===== config.mk =====
export PLATFORM = sky130hd
export DESIGN_NAME = uart_rx
export DESIGN_NICKNAME = d
export VERILOG_FILES = /design/src/rtl/uart_rx.sv
export SDC_FILE = /design/constraint.sdc
export NUM_CORES = 1
export LEC_CHECK = 0
export BUFFER_PORTS_ARGS = -buffer_cell sky130_fd_sc_hd__buf_2
export CORE_MARGIN = 2
export CORE_UTILIZATION = 35
export CTS_CLUSTER_DIAMETER = 60
export DETAILED_ROUTE_END_ITERATION = 8
export GPL_ROUTABILITY_DRIVEN = 1
export PLACE_DENSITY = 0.64
export SETUP_SLACK_MARGIN = 0.2
export SYNTH_ARGS = -nofsm -noshare
export SYNTH_HDL_FRONTEND = slang
export SYNTH_SLANG_ARGS = --single-unit

===== constraint.sdc =====
create_clock -name clk -period 2.95 [get_ports clk]
set_clock_uncertainty 0.1 [all_clocks]
set_input_delay 0.1475 -clock clk [delete_from_list [all_inputs] [get_ports clk]]
set_output_delay 0.1475 -clock clk [all_outputs]
set_load 0.1 [all_outputs]

===== src/rtl/uart_rx.sv =====
// ---------------------------------------------------------------------------
// uart_rx
//   Serial UART receiver. Rebuilds the parallel word from a frame of
//   start(0), DATA_WIDTH data bits LSB first, optional parity and stop(1).
//   Each bit is oversampled `prescale` times and decided by a 3-sample
//   majority vote around the middle of the bit.
//
// Ports
//   clk        : single clock, all logic on the rising edge
//   rst        : synchronous, active-high reset
//   rx_in      : serial line, idle high, asynchronous to clk
//   prescale   : clk cycles per bit (even, >= 4), latched at start detect
//   par_en     : 1 = a parity bit follows the data bits
//   par_type   : 0 = even parity, 1 = odd parity
//   p_data     : last correctly received word (held until next good frame)
//   data_valid : 1-cycle pulse, p_data has just been updated
//   par_err    : 1-cycle pulse, parity mismatch in the finished frame
//   stp_err    : 1-cycle pulse, stop bit sampled as 0
//   busy       : high while a frame is being received
// ---------------------------------------------------------------------------
module uart_rx #(
  parameter int DATA_WIDTH     = 8,
  parameter int PRESCALE_WIDTH = 6
) (
  input  logic                      clk,
  input  logic                      rst,
  input  logic                      rx_in,
  input  logic [PRESCALE_WIDTH-1:0] prescale,
  input  logic                      par_en,
  input  logic                      par_type,
  output logic [DATA_WIDTH-1:0]     p_data,
  output logic                      data_valid,
  output logic                      par_err,
  output logic                      stp_err,
  output logic                      busy
);

  localparam int BIT_CNT_WIDTH = $clog2(DATA_WIDTH) + 1;

  typedef enum logic [2:0] {
    IDLE   = 3'd0,
    START  = 3'd1,
    DATA   = 3'd2,
    PARITY = 3'd3,
    STOP   = 3'd4
  } state_t;

  // Expected parity bit for a data word: even parity makes the total number
  // of ones even, odd parity makes it odd.
  function automatic logic parity_bit(input logic [DATA_WIDTH-1:0] data,
                                      input logic                  odd);
    parity_bit = odd ? ~^data : ^data;
  endfunction

  state_t                    state_r;
  logic                      rx_meta_r;
  logic                      rx_sync_r;
  logic [PRESCALE_WIDTH-1:0] prescale_r;
  logic                      par_en_r;
  logic                      par_type_r;
  logic [PRESCALE_WIDTH-1:0] edge_cnt_r;
  logic [BIT_CNT_WIDTH-1:0]  bit_cnt_r;
  logic [DATA_WIDTH-1:0]     shift_r;
  logic                      sample1_r;
  logic                      sample2_r;
  logic                      par_bad_r;

  logic [PRESCALE_WIDTH-1:0] half_s;
  logic [PRESCALE_WIDTH-1:0] mid_lo_s;
  logic [PRESCALE_WIDTH-1:0] mid_hi_s;
  logic [PRESCALE_WIDTH-1:0] last_s;
  logic                      at_sample1_s;
  logic                      at_sample2_s;
  logic                      at_decide_s;
  logic                      at_end_s;
  logic                      vote_s;
  logic                      last_bit_s;

  // Two-flop synchronizer for the asynchronous serial line (resets to idle).
  always_ff @(posedge clk) begin
    if (rst) begin
      rx_meta_r <= 1'b1;
      rx_sync_r <= 1'b1;
    end else begin
      rx_meta_r <= rx_in;
      rx_sync_r <= rx_meta_r;
    end
  end

  // Sample-point decode and majority vote; the third sample is the live rx_s
  // at the decision point, so the vote is available in the deciding cycle.
  always_comb begin
    half_s       = {1'b0, prescale_r[PRESCALE_WIDTH-1:1]};
    mid_lo_s     = half_s - PRESCALE_WIDTH'(1);
    mid_hi_s     = half_s + PRESCALE_WIDTH'(1);
    last_s       = prescale_r - PRESCALE_WIDTH'(1);
    at_sample1_s = (edge_cnt_r == mid_lo_s);
    at_sample2_s = (edge_cnt_r == half_s);
    at_decide_s  = (edge_cnt_r == mid_hi_s);
    at_end_s     = (edge_cnt_r == last_s);
    vote_s       = (sample1_r & sample2_r) | (sample1_r & rx_sync_r) |
                   (sample2_r & rx_sync_r);
    last_bit_s   = (bit_cnt_r == BIT_CNT_WIDTH'(DATA_WIDTH - 1));
  end

  // Receive FSM with counters, shift register and registered outputs.
  always_ff @(posedge clk) begin
    if (rst) begin
      state_r    <= IDLE;
      prescale_r <= {PRESCALE_WIDTH{1'b0}};
      par_en_r   <= 1'b0;
      par_type_r <= 1'b0;
      edge_cnt_r <= {PRESCALE_WIDTH{1'b0}};
      bit_cnt_r  <= {BIT_CNT_WIDTH{1'b0}};
      shift_r    <= {DATA_WIDTH{1'b0}};
      sample1_r  <= 1'b0;
      sample2_r  <= 1'b0;
      par_bad_r  <= 1'b0;
      p_data     <= {DATA_WIDTH{1'b0}};
      data_valid <= 1'b0;
      par_err    <= 1'b0;
      stp_err    <= 1'b0;
      busy       <= 1'b0;
    end else begin
      data_valid <= 1'b0;
      par_err    <= 1'b0;
      stp_err    <= 1'b0;

      if (state_r != IDLE && at_sample1_s) begin
        sample1_r <= rx_sync_r;
      end
      if (state_r != IDLE && at_sample2_s) begin
        sample2_r <= rx_sync_r;
      end

      case (state_r)
        IDLE: begin
          edge_cnt_r <= {PRESCALE_WIDTH{1'b0}};
          bit_cnt_r  <= {BIT_CNT_WIDTH{1'b0}};
          par_bad_r  <= 1'b0;
          if (!rx_sync_r) begin
            // Frame configuration is frozen for the whole frame here.
            state_r    <= START;
            busy       <= 1'b1;
            prescale_r <= prescale;
            par_en_r   <= par_en;
            par_type_r <= par_type;
          end else begin
            busy <= 1'b0;
          end
        end

        START: begin
          if (at_decide_s && vote_s) begin
            // Start bit did not hold: treat as a glitch, no pulses.
            state_r    <= IDLE;
            busy       <= 1'b0;
            edge_cnt_r <= {PRESCALE_WIDTH{1'b0}};
          end else if (at_end_s) begin
            state_r    <= DATA;
            edge_cnt_r <= {PRESCALE_WIDTH{1'b0}};
          end else begin
            edge_cnt_r <= edge_cnt_r + PRESCALE_WIDTH'(1);
          end
        end

        DATA: begin
          if (at_decide_s) begin
            // LSB arrives first, so shift in from the top.
            shift_r <= {vote_s, shift_r[DATA_WIDTH-1:1]};
          end
          if (at_end_s) begin
            edge_cnt_r <= {PRESCALE_WIDTH{1'b0}};
            if (last_bit_s) begin
              bit_cnt_r <= {BIT_CNT_WIDTH{1'b0}};
              state_r   <= par_en_r ? PARITY : STOP;
            end else begin
              bit_cnt_r <= bit_cnt_r + BIT_CNT_WIDTH'(1);
            end
          end else begin
            edge_cnt_r <= edge_cnt_r + PRESCALE_WIDTH'(1);
          end
        end

        PARITY: begin
          if (at_decide_s) begin
            par_bad_r <= (vote_s != parity_bit(shift_r, par_type_r));
          end
          if (at_end_s) begin
            edge_cnt_r <= {PRESCALE_WIDTH{1'b0}};
            state_r    <= STOP;
          end else begin
            edge_cnt_r <= edge_cnt_r + PRESCALE_WIDTH'(1);
          end
        end

        STOP: begin
          if (at_decide_s) begin
            // Leave mid-stop so a start edge right after this bit is caught.
            state_r    <= IDLE;
            busy       <= 1'b0;
            edge_cnt_r <= {PRESCALE_WIDTH{1'b0}};
            if (!vote_s || par_bad_r) begin
              par_err <= par_bad_r;
              stp_err <= ~vote_s;
            end else begin
              data_valid <= 1'b1;
              p_data     <= shift_r;
            end
          end else begin
            edge_cnt_r <= edge_cnt_r + PRESCALE_WIDTH'(1);
          end
        end

        default: begin
          state_r    <= IDLE;
          busy       <= 1'b0;
          edge_cnt_r <= {PRESCALE_WIDTH{1'b0}};
        end
      endcase
    end
  end

endmodule


# After elaboration in Yosys (flattened, before gate mapping)
# Cells that the tools add are included.
dict set report op_classes {
  bitwise_logic 11
  add_sub_neg 5
  reduce_logical 21
  eq_ne 18
  muxes 24
}
# operator n
set op_table {}
lappend op_table {{two-way mux 3 bit} 8}
lappend op_table {{== test 6 bit} 3}
lappend op_table {{two-way mux 6 bit} 3}
lappend op_table {{case mux 6 bit (3 select lines)} 1}
lappend op_table {{case mux 3 bit (5 select lines)} 1}
lappend op_table {{inequality test 2 bit, second input constant} 7}
lappend op_table {{two-way mux 4 bit} 2}
lappend op_table {{case mux 4 bit (2 select lines)} 1}
lappend op_table {{AND reduction 2 bit} 4}
lappend op_table {{XNOR reduction 8 bit} 1}
lappend op_table {{parity 8 bit} 1}
lappend op_table {{adder 5 x 1 -> 6 bit, second input constant} 1}
lappend op_table {{adder 6 x 1 -> 6 bit, second input constant} 1}
lappend op_table {{== test 3 x 2 -> 1 bit, second input constant} 2}
lappend op_table {{== test 6 x 5 -> 1 bit} 1}
lappend op_table {{two-way mux 1 bit} 6}
lappend op_table {{NOT 1 bit} 6}
lappend op_table {{AND reduction 3 bit} 2}
lappend op_table {{AND reduction 6 bit} 1}
lappend op_table {{subtractor 5 x 1 -> 6 bit, second input constant} 1}
lappend op_table {{subtractor 6 x 1 -> 6 bit, second input constant} 1}
lappend op_table {{adder 4 x 1 -> 4 bit, second input constant} 1}
lappend op_table {{== test 4 x 3 -> 1 bit, second input constant} 1}
lappend op_table {{case mux 1 bit (4 select lines)} 1}
lappend op_table {{16 further kinds} 22}
dict set report word_totals {
  inputBits 11
  output_inout_bits 12
  wordCells 96
  reg_bits 46
}

# Depth between registers and ports, before layout
dict set report logic_depth {
  ltp_word 7
  mapped_depth 9
  mapped_depth_nobuf 8
}

# Worst setup path before layout
# OpenSTA, ideal clock, no wires.
dict set report synth_timing {
  path_type {reg2reg}
  from {reg prescale_r[2]}
  to {reg p_data[0]}
  setup_time_ps 128
  n_path_buf 1
  path_stages_with_launch 10
  path_slack_ps 463
  arrival_ps 2259
  path_cell_list {dfxtp_1 > buf_2 > inv_1 > ha_1 > xnor2_1 > nor2b_1 > nand4_4 > nor4_4 > mux2i_1 > nor2_1}
}
dict set report synth_between {
  elab_chain_len 3
}
# element line_no
set synth_rtl {}
lappend synth_rtl {{from (decl)} 58} ;# logic [PRESCALE_WIDTH-1:0] prescale_r;
lappend synth_rtl {{from (signal assigned)} 110} ;# prescale_r <= {PRESCALE_WIDTH{1'b0}};
lappend synth_rtl {{from (signal assigned)} 145} ;# prescale_r <= prescale;
lappend synth_rtl {{adder 5 x 1 -> 6 bit} 95} ;# mid_hi_s = half_s + PRESCALE_WIDTH'(1);
lappend synth_rtl {{== test 6 bit} 99} ;# at_decide_s = (edge_cnt_r == mid_hi_s);
lappend synth_rtl {{AND reduction 3 bit (no source line)} -}
lappend synth_rtl {{to (signal assigned)} 119} ;# p_data <= {DATA_WIDTH{1'b0}};
lappend synth_rtl {{to (signal assigned)} 208} ;# p_data <= shift_r;
lappend synth_rtl {{to (decl)} 31} ;# output logic [DATA_WIDTH-1:0] p_data,
# No other way between the ends.
# A chain may end at the register's enable or synchronous reset.

# Worst setup path after layout
dict set report layout_timing {
  from {reg prescale_r[2]}
  to {reg state_r[0]}
}
dict set report layout_between {
  elab_chain_len 5
  word_cells_on_any_way 12
  cone_classes {add/sub: 2; eq/ne: 6; mux: 2; reduce/logical: 2}
}
# element line_no
set layout_rtl {}
lappend layout_rtl {{adder 5 x 1 -> 6 bit} 95}
lappend layout_rtl {{== test 6 bit} 99}
lappend layout_rtl {{logical AND 1 bit} 154} ;# if (at_decide_s && vote_s) begin
lappend layout_rtl {{inequality test 3 bit (no source line) / two-way mux 3 bit (equally long branches)} -}
lappend layout_rtl {{AND reduction 6 bit (no source line) / case mux 3 bit (5 select lines) (equally long branches)} -}
lappend layout_rtl {{to (signal assigned)} 176} ;# state_r <= par_en_r ? PARITY : STOP;
lappend layout_rtl {{to (decl)} 55} ;# state_t state_r;
# Several ways; a longest one is shown, not always the timed one.

==> results.yml <==
status:
  run_status: "finished, final reports clean"
die:
  pin_count: 23
  die_width_um: 87.6
  core_area_um2: 6790
  rows: 30
  fp.dieH_um: 87.6
  start_util_pct: 36.0
  dieArea_um2: 7680
yosys:
  ys_seq_area_share_pct: 37.6
  syn_nets: 290
  postSynthCellCount: 273
  synthTopCellsByCount: "dfxtp_1, nor2_1, nand2_1"
  ys_ff_latch: 46
  synth-edff-count: 0
  yosys_warnings: 0
  syn_area_um2: 2450
  yosysTopAreaCell: "dfxtp_1"
  ys_types: 54
  synth_area_leaders: "dfxtp_1, xnor2_1, mux2i_1, nor2_1, nand2_1"
  async_flop_share_pct: 0
  yosys.area.top_type_share_pct: 37.6
  ys.flop_type: "dfxtp_1"
  synth_most_common_cell: "dfxtp_1"
  syn_avg_cell_area_um2: 8.97
finish:
  multiInputGateArea_um2: 1420
  n_antenna_cell: 0
  fin_util_pct: 41.4
  nFillCells: 689
  syn_to_final_growth_pct: 14.8
  nets: 315
  stdcell_count: 395
  fin_area_um2: 2810
  drive_above_1_share_pct: 15.1
  ff_latch_area_um2: 923
place:
  gp_congestion: 0.855
  placed_cell_area_um2: 2610
  dp_cells: 377
  io_buffers: 22
  dpl.hpwl_um: 3470
clock_network:
  clock_latency_ns: 0.30
  cts.sinks: 46
  clkSlewWorstSetupHoldPaths_ns: 0.09
  cts_root_buf: "clkbuf_8"
  cts_buffer_depth: 2
  tritoncts: "yes"
  cts_made_buffers: 5
  h-tree-depth: 2
critical_path:
  critPathLaunchType: "flop"
  worst-path-buf-inv: 1
  regToRegSetupSlack_ns: 0.44
  path_class: "reg2reg"
  slowest_stage: "o41ai_4"
  cp-end-kind: "flop"
  max_stage_delay_ns: 0.47
  crit_arrival_ns: 2.63
  critPathMaxFanout: 9
  cp.required_ns: 3.07
  crit_chain: "inv_1 -> ha_1 -> xnor2_1 -> nor2b_1 -> nand4_4 -> o41ai_4 -> o211ai_1 -> a211oi_1"
  critPathTopFamily: "compound AO/OA/AOI/OAI gates"
grt:
  grt_antenna_before_repair: 0
  grt_pass1_vias: 1705
  grt_pass1_wl_um: 8290
  grt_overflow_total: 0
  grt_usage_pct: 13.7
  grt_max_degree: 47
sta:
  fmax_ghz: 0.398
  final.setup.tns_ns: 0
  max_slew_margin_pct: 46.8
  fin_crit_ns: 2.51
  setup_viol: 0
  final_hold_viol_count: 0
  worstMarginPinSlew_ns: 0.798
  drv_slew: 0
  min_period_over_period_pct: 85.1
  rsz0062_at_grt: "false"
drt:
  wl_per_cell_um: 12.4
  viasPerCell: 4.86
  vias: 1918
  routed_wl_um: 4910
  dr.max_layer_used: "met4"
  route.met3.wl_um: 128
  met1_length_um: 2360
  antenna_left: 0
  drt_pass1_iterations: 4
  drtIter0Drc: 70
  route.detailed.drc: 0
  wl_met2_um: 2340
pwr:
  peakVddDrop_mv: 0.370
  power_leakage_nw: 0.977
  power_density_nw_per_um2: 548
  finalPower_mw: 1.54
worst_hold_path:
  hold_class: "in2reg"
run:
  max-cap-violations: 0
## worst paths after layout
kind / cells past startpoint / start / endpoint
max: 8 / prescale_r[2] / state_r[0]
min: 2 / rst / p_data[5]
max reg2reg: 8 / prescale_r[2] / state_r[0]
min reg2reg: 1 / rx_meta_r / rx_sync_r
## cells by family (layout without fill, tap and decap cells)
kind of cell    count (synthesis)  in the layout  share of synthesized area (%)
simple gates                  107            107                           22.7
compound gates                 41             41                           12.4
mux                            19             19                           7.77
buf+inv                        22             48                           4.29
fa+ha+maj                       7              7                           3.47
xor+xnor                       31             31                           11.7
flops                          46             46                           37.6
## through the flow
step | hold WS [ns] | worst slack [ns]
global placement | 0.230 | 0.383
CTS | 0.312 | 0.306
global route | 0.340 | 0.232
finish | 0.314 | 0.440
detailed placement | 0.232 | 0.327
floorplan | 0.151 | 0.463
## worst reg2reg max path, delay by kind of cell (launching register included)
kind | cells | cell delay (ns)
xor gates and xnor gates | 1 | 0.15
and+or+nand+nor | 2 | 0.43
AOI/OAI and AO/OA | 3 | 0.91
DFF | 1 | 0.43
buffers and inverters | 1 | 0.11
adders and majority gates | 1 | 0.30
## per-layer routing
layer,global-route usage (%),up-vias
li1,-,996
met1,18.1,887
met2,22.1,30
met3,2.83,5
met4,5.03,0
met5,0,-
## placed cells by master (no fill, tap or decap), types with 2 or more instances in the layout
cell type,instances
a211oi_1,3
a21o_1,2
a21oi_1,15
and2_1,3
buf_2,22
clkbuf_8,5
dfxtp_1,44
dfxtp_2,2
dlygate4sd3_1,9
ha_1,6
inv_1,7
mux2i_1,19
nand2_1,26
nand2b_1,6
nand3_1,10
nand4_1,4
nor2_1,31
nor2b_1,2
nor3_1,9
o211ai_1,2
o21ai_0,3
or2_2,2
or3_1,2
or4_1,2
xnor2_1,23
xnor2_2,2
xor2_1,6
## area by class of cell
| cell class | instances | share of cell area [%] |
|---|---|---|
| Clock inverter | 3 | 0.757 |
| Sequential cell | 46 | 32.9 |
| Timing Repair Buffer | 33 | 8.10 |
| Tap cell | 96 | 4.27 |
| Multi-Input combinational cell | 205 | 50.6 |
| Inverter | 7 | 0.935 |
| Clock buffer | 5 | 2.45 |
## flip-flops by register name (all words and copies together) (netlist names)
name        flops
bit_cnt_r       4
busy            1
data_valid      1
edge_cnt_r      6
p_data          8
par_bad_r       1
par_en_r        1
par_err         1
par_type_r      1
prescale_r      6
rx_meta_r       1
rx_sync_r       1
sample1_r       1
sample2_r       1
shift_r         8
state_r         3
stp_err         1
## report_power, final
group	leakage, nW	internal [mW]	switching [mW]	total [mW]
registers	0.373	0.654	0.0553	0.710
clock network	0.0441	0.167	0.223	0.390
logic	0.560	0.177	0.263	0.440
total	0.977	0.998	0.541	1.54
## repair_timing
action | CTS | global route
buffers inserted | 0 | 1
hold buffers | 9 | 0
endpoints found under the setup margin | 0 | 25
hold endpoints to repair | 9 | 0
gates resized for setup | 0 | 2
Power figures use the tool's default switching activity.
